===== src/rtl/pipe_bus_arbiter.sv =====
// Bus arbiter between the CPU pipeline (priority owner) and a single DMA requester.
// Ownership changes between CPU and DMA pass through TURN_CYCLES dead cycles with no grant.
module pipe_bus_arbiter #(
   parameter int unsigned STARVE_LIMIT = 8,
   parameter int unsigned MAX_DMA_HOLD = 16,
   parameter int unsigned TURN_CYCLES  = 1
) (
   input  logic       clk,
   input  logic       rst_n,
   input  logic       cpu_req,
   input  logic       dma_req,
   output logic       cpu_grant,
   output logic       dma_grant,
   output logic       pipe_stall,
   output logic [1:0] bus_owner,
   output logic       dma_forced
);

   localparam int unsigned StarveW = $clog2(STARVE_LIMIT + 1);
   localparam int unsigned HoldW   = $clog2(MAX_DMA_HOLD + 1);
   localparam int unsigned TurnW   = $clog2(TURN_CYCLES + 1);

   localparam logic [StarveW-1:0] StarveMax = StarveW'(STARVE_LIMIT);
   localparam logic [HoldW-1:0]   HoldLast  = HoldW'(MAX_DMA_HOLD - 1);
   localparam logic [TurnW-1:0]   TurnLast  = TurnW'(TURN_CYCLES - 1);

   // Encoding doubles as the bus_owner code.
   typedef enum logic [1:0] {
      StIdle = 2'd0,
      StCpu  = 2'd1,
      StTurn = 2'd2,
      StDma  = 2'd3
   } state_e;

   state_e             state_q, state_d;
   logic               target_dma_q, target_dma_d;
   logic [StarveW-1:0] starve_q, starve_d;
   logic [HoldW-1:0]   hold_q, hold_d;
   logic [TurnW-1:0]   turn_q, turn_d;
   logic               dma_forced_q, dma_forced_d;

   always_comb begin
      state_d      = state_q;
      target_dma_d = target_dma_q;
      dma_forced_d = 1'b0;
      unique case (state_q)
         StIdle: begin
            if (cpu_req) begin
               state_d = StCpu;
            end else if (dma_req) begin
               state_d = StDma;
            end
         end
         StCpu: begin
            if (!cpu_req) begin
               if (dma_req) begin
                  state_d      = StTurn;
                  target_dma_d = 1'b1;
               end else begin
                  state_d = StIdle;
               end
            end else if (starve_q == StarveMax) begin
               // DMA has waited long enough: pre-empt the CPU.
               state_d      = StTurn;
               target_dma_d = 1'b1;
            end
         end
         StTurn: begin
            if (turn_q == TurnLast) begin
               if (target_dma_q && dma_req) begin
                  state_d = StDma;
               end else if (cpu_req) begin
                  state_d = StCpu;
               end else begin
                  state_d = StIdle;
               end
            end
         end
         StDma: begin
            if (!dma_req || (hold_q == HoldLast)) begin
               dma_forced_d = dma_req;
               if (cpu_req) begin
                  state_d      = StTurn;
                  target_dma_d = 1'b0;
               end else begin
                  state_d = StIdle;
               end
            end
         end
         default: state_d = StIdle;
      endcase
   end

   always_comb begin
      turn_d = '0;
      if ((state_q == StTurn) && (turn_q != TurnLast)) begin
         turn_d = turn_q + TurnW'(1);
      end

      hold_d = '0;
      if ((state_q == StDma) && (state_d == StDma)) begin
         hold_d = hold_q + HoldW'(1);
      end

      // Saturating wait counter; cleared once DMA owns the bus or stops asking.
      starve_d = starve_q;
      if (!dma_req || (state_q == StDma) || (state_d == StDma)) begin
         starve_d = '0;
      end else if (starve_q != StarveMax) begin
         starve_d = starve_q + StarveW'(1);
      end
   end

   always_ff @(posedge clk or negedge rst_n) begin
      if (!rst_n) begin
         state_q      <= StIdle;
         target_dma_q <= 1'b0;
         starve_q     <= '0;
         hold_q       <= '0;
         turn_q       <= '0;
         dma_forced_q <= 1'b0;
      end else begin
         state_q      <= state_d;
         target_dma_q <= target_dma_d;
         starve_q     <= starve_d;
         hold_q       <= hold_d;
         turn_q       <= turn_d;
         dma_forced_q <= dma_forced_d;
      end
   end

   assign cpu_grant  = (state_q == StCpu);
   assign dma_grant  = (state_q == StDma);
   assign bus_owner  = state_q;
   assign dma_forced = dma_forced_q;
   assign pipe_stall = cpu_req & ~cpu_grant;

endmodule


===== config.mk =====
export PLATFORM = sky130hd
export DESIGN_NAME = pipe_bus_arbiter
export DESIGN_NICKNAME = d
export VERILOG_FILES = /design/src/rtl/pipe_bus_arbiter.sv
export SDC_FILE = /design/constraint.sdc
export NUM_CORES = 1
export LEC_CHECK = 0
export CORE_MARGIN = 5
export CORE_UTILIZATION = 40
export CTS_CLUSTER_DIAMETER = 120
export CTS_CLUSTER_SIZE = 20
export DETAILED_ROUTE_END_ITERATION = 12
export PLACE_DENSITY = 0.72
export SLEW_MARGIN = 25
export SYNTH_ARGS = -nofsm -noshare
export SYNTH_HDL_FRONTEND = slang
export SYNTH_SLANG_ARGS = --single-unit

===== constraint.sdc =====
create_clock -name clk -period 2.2 [get_ports clk]
set_input_delay 0.22 -clock clk [delete_from_list [all_inputs] [get_ports clk]]
set_output_delay 0.22 -clock clk [all_outputs]
set_load 0.01 [all_outputs]

# Word-level counts from Yosys, hierarchy flattened
# Index checks and enable logic that the tools add are counted.
# totals
register_bits,14
in_bits,4
output_inout_bits,6
wordCells,56
# classes
n_addsub,3
eq_ne,11
muxes,23
n_bitwise,2
n_reduce_logical,11
# ops
op,count
$mux W2,9
$mux W1,9
$mux W4,2
$pmux W2 S4,1
$eq A2 B2 Y1 const B,3
$add A5 B1 Y5 const B,1
$eq A5 B4 Y1 const B,1
$mux W5,1
$reduce_and A5 Y1,1
$add A4 B1 Y4 const B,1
$eq A4 B4 Y1 const B,1
$ne A4 B4 Y1 const B,1
$reduce_bool A2 Y1,2
$logic_and A1 B1 Y1,3
$logic_or A1 B1 Y1,3
$ne A3 B2 Y1 const B,1
$ne A3 B3 Y1 const B,1
$eq A2 B1 Y1 const B,1
$logic_not A2 Y1,1
$ne A2 B1 Y1 const B,1
$ne A2 B2 Y1 const B,1
$pmux W1 S2,1
$add A1 B1 Y1 const B,1
$and A1 B1 Y1,1
2 further kinds,2

# Logic depth before layout (Yosys ltp)
# depth
depth_word,7
depth_mapped,8
ltp_nobuf,8

# Worst setup path before layout
# No wires, ideal clock.
# synth_path
path_kind,reg2reg
startpoint,reg hold_q[0]
endpoint,reg starve_q[0]
setup_ps,122
arrival_ps,1569
t_required_ps,2078
slack_ps,510
stages_incl_launch_ff,9
n_path_buf,0
path_cell_list,dfrtp_1 > ha_1 > and3_1 > ha_1 > nand2b_1 > a21oi_1 > o31ai_2 > nor2b_4 > nor3_1
# synth_between
elab_chain_len,7
# synth_rtl
element,line,text
"start, declared",38,"logic [HoldW-1:0] hold_q, hold_d;"
"start signal, assigned",126,hold_q <= hold_d;
$eq A5 B4 Y1 *,80,if (!dma_req || (hold_q == HoldLast)) begin
$logic_or A1 B1 Y1 *,80,
$mux W2 *,80,
$pmux W2 S4 *,46,unique case (state_q)
$eq A2 B2 Y1 *,107,if (!dma_req || (state_q == StDma) || (state_d == StDma)) begin
$logic_or A1 B1 Y1 *,107,
$mux W4 or $reduce_bool A2 Y1 (tied branches),--,
"end signal, assigned",125,starve_q <= starve_d;
"end, declared",37,"logic [StarveW-1:0] starve_q, starve_d;"
# Mark *: on every way between the ends. The rest lies on a longest branch, timed or not.
# A chain may end at the register's enable or synchronous reset.

# Worst setup path after layout
# layout_path
startpoint,reg hold_q[0]
endpoint,reg starve_q[1]
# The elaborated chain is that of the path after synthesis.

==> qor.yml <==
status: "complete, no violations"
fin_tns_setup_ns: 0
antenna_found_initial: 0
crit_chain: "ha_1 > and3_1 > ha_1 > nand2b_1 > a21oi_1 > o31ai_2 > nor2b_4 > nor3_1"
final_common_cell: "dfrtp_1"
grt_pass1_vias: 575
finClkSkew_ns: 0.003983
post_cts_buffers: 0
grt_usage_pct: 12.03
vias_per_cell: 5.018
mostFrequentLayoutCells: "14 x dfrtp_1, 10 x inv_1, 9 x nor2_1, 9 x clkdlybuf4s50_1"
crit_type: "reg -> reg"
end_kind: "flop"
slew_viol_final: 0
p_comb_share_pct: 42.2
area.growth.synth_to_final_pct: 19.77
route.detailed.drc: 0
vias: 572
setup_viol: 0
slowest_delay_ns: 0.38
p_seq_share_pct: 39.2
critPathMaxFanout: 4
path_buf_inv: 0
grt_max_degree: 15
hpwlAfterDp_microns: 1019
cp.required_ns: 2.40
synth_top_area_cell: "dfrtp_1"
io_buffers: 9
p_sw_share_pct: 37.43
cts_inserted_buffers: 3
avgRoutedWirePerCell_microns: 11.89
numClockSinks: 14
drv_cap: 0
rows: 15
drive_gt1_share_pct: 10.11
die_h_microns: 53.58
overflow: 0
cts_root_buf: "clkbuf_4"
ys_ff_latch: 14
power_density_nw_per_um2: 1097
fin_crit_sh_pct: 83.85
cp.arrival_ns: 2.04
cts_resized: 0
multi_input_area_sq_um: 364.1
drtIter0Drc: 5
initial_utilization_pct: 43.05
finalHoldViolCount: 0
tritoncts: "done"
grt_pass1_wl_microns: 2470
path_clk_slew_ns: 0.09
synth_nets: 85
drtAntennaViolNets: 0
rsz0062_at_grt: "no"
num-fill-cells: 188
cpMostUsedCell: "ha_1"
core-area_sq_um: 1764
hold_class: "in -> async"
die_area_sq_um: 2870
power.internal_uw: 624.2
switchingPower_uw: 373.3
leakagePower_uw: 0.0004363
start_kind: "flop"
die_x_microns: 53.58
netlist_top_cells_area: "dfrtp_1 46%, ha_1 6.6%, inv_1 4.9%, nor2_1 4.4%, xor2_1 3.5%"
netlist_area_sq_um: 759.5
synth_top_cell_area_share_pct: 46.13
cts_buffer_depth: 2
ys_warn_count: 0
max_freq_mhz: 542.1
regArea_sq_um: 350.3
finalCriticalPeriod_ns: 1.845
htreeDepth: 1
firstDrtPassIters: 4
fin_nets: 98
tightest_slew_ns: 0.5997
syn_inst: 77
layout_setup_ws_ns: 0.3554
cpMaxStageDelayCell: "dfrtp_1"
gp_congestion: 0.8533
ioPinCount: 10
crit_family: "simple AND/OR/NAND/NOR gates"
irDropWorstVdd_uv: 685.1
ys_types: 29
relSlewSlack_pct: 59.89
power.total_uw: 997.5
clk_latency_ns: 0.28
antenna_cells: 0
clkPwrFrac_pct: 18.6
post-place-ws_ns: 0.3268
avgSynthCellArea_sq_um: 9.863
cts_hold_buf: 0
ys_seq_area_share_pct: 46.13
totalWireLength_microns: 1356
worst paths after layout:
check | start | to | slack [ns] | cells after the start
max in group asynchronous | rst_n | hold_q[4] | 1.50 | 1
max reg2reg | hold_q[0] | starve_q[1] | 0.36 | 8
max | hold_q[0] | starve_q[1] | 0.36 | 8
min reg2reg | hold_q[0] | hold_q[0] | 0.47 | 1
min in group clk | hold_q[0] | hold_q[0] | 0.47 | 1
min | rst_n | bus_owner[1] | 0.31 | 1
stage by stage:
stage / cell area [sq um] / instances / util [%] / hold WS, ns
6_report: 909.6 / 114 / 51.56 / 0.3113
5_1_grt: 909.6 / 114 / 51.56 / 0.3534
4_1_cts: 909.6 / 114 / 51.56 / 0.3385
3_5_place_dp: 873.3 / 110 / 49.50 / 0.4599
3_3_place_gp: 873.3 / 110 / 49.50 / 0.4427
2_1_floorplan: 759.5 / 77 / - / -0.07559
cell type report:
cell class	count	area share, %
Multi-Input combinational cell	52	40.03
Timing Repair Buffer	9	9.904
Sequential cell	14	38.51
Clock buffer	4	3.989
Inverter	10	4.127
Tap cell	25	3.439
registers in the layout (all words and copies together), names as in the netlist:
name	count
target_dma_q	1
dma_forced	1
hold_q	5
starve_q	4
bus_owner	2
turn_q	1
cell families after synthesis:
logic type | after synthesis | synth area share, %
AOI/OAI and AO/OA | 14 | 14.00
xor gates and xnor gates | 5 | 5.767
other | 1 | 0.4938
adders and majority gates | 4 | 6.590
DFF | 14 | 46.13
and+or+nand+nor | 28 | 21.09
buffers and inverters | 11 | 5.932
Yosys cell counts:
master / count
a2111oi_2: 1
a211o_1: 1
a21oi_1: 3
a221oi_1: 1
a2bb2oi_1: 1
a31oi_1: 1
a32oi_1: 1
and3_1: 2
and3_4: 1
buf_4: 1
conb_1: 1
dfrtp_1: 14
ha_1: 4
inv_1: 10
nand2_1: 4
nand2b_1: 1
nand3_1: 3
nand3b_4: 1
nor2_1: 9
nor2b_1: 1
nor2b_4: 1
nor3_1: 4
o21ai_0: 2
o21ai_1: 1
o21bai_1: 1
o31ai_2: 1
or2_1: 1
xnor2_1: 2
xor2_1: 3
worst reg2reg max path, stage by stage, from the launching register on:
cell and delay, ns:
dfrtp_1 0.38, ha_1 0.18, and3_1 0.16, ha_1 0.17, nand2b_1 0.16, a21oi_1 0.09
o31ai_2 0.34, nor2b_4 0.09, nor3_1 0.20
power by group through the flow:
stage                     registers, uW  clock network (uW)  logic, uW
after floorplan                     369                   0        302
after global placement              389                   0        417
after detailed placement            393                   0        423
after CTS                           389                 190        428
after global routing                401                 208        477
final                               391                 186        421
layer usage:
layer  global-route usage (%)  wire [microns]  vias to the layer above
met5                        0               0                        -
met4                    5.532              27                        0
met3                    2.770              61                        4
met2                    20.61             658                       17
met1                    14.19             608                      267
li1                         -               -                      284
(Power assumes the default switching activity.)
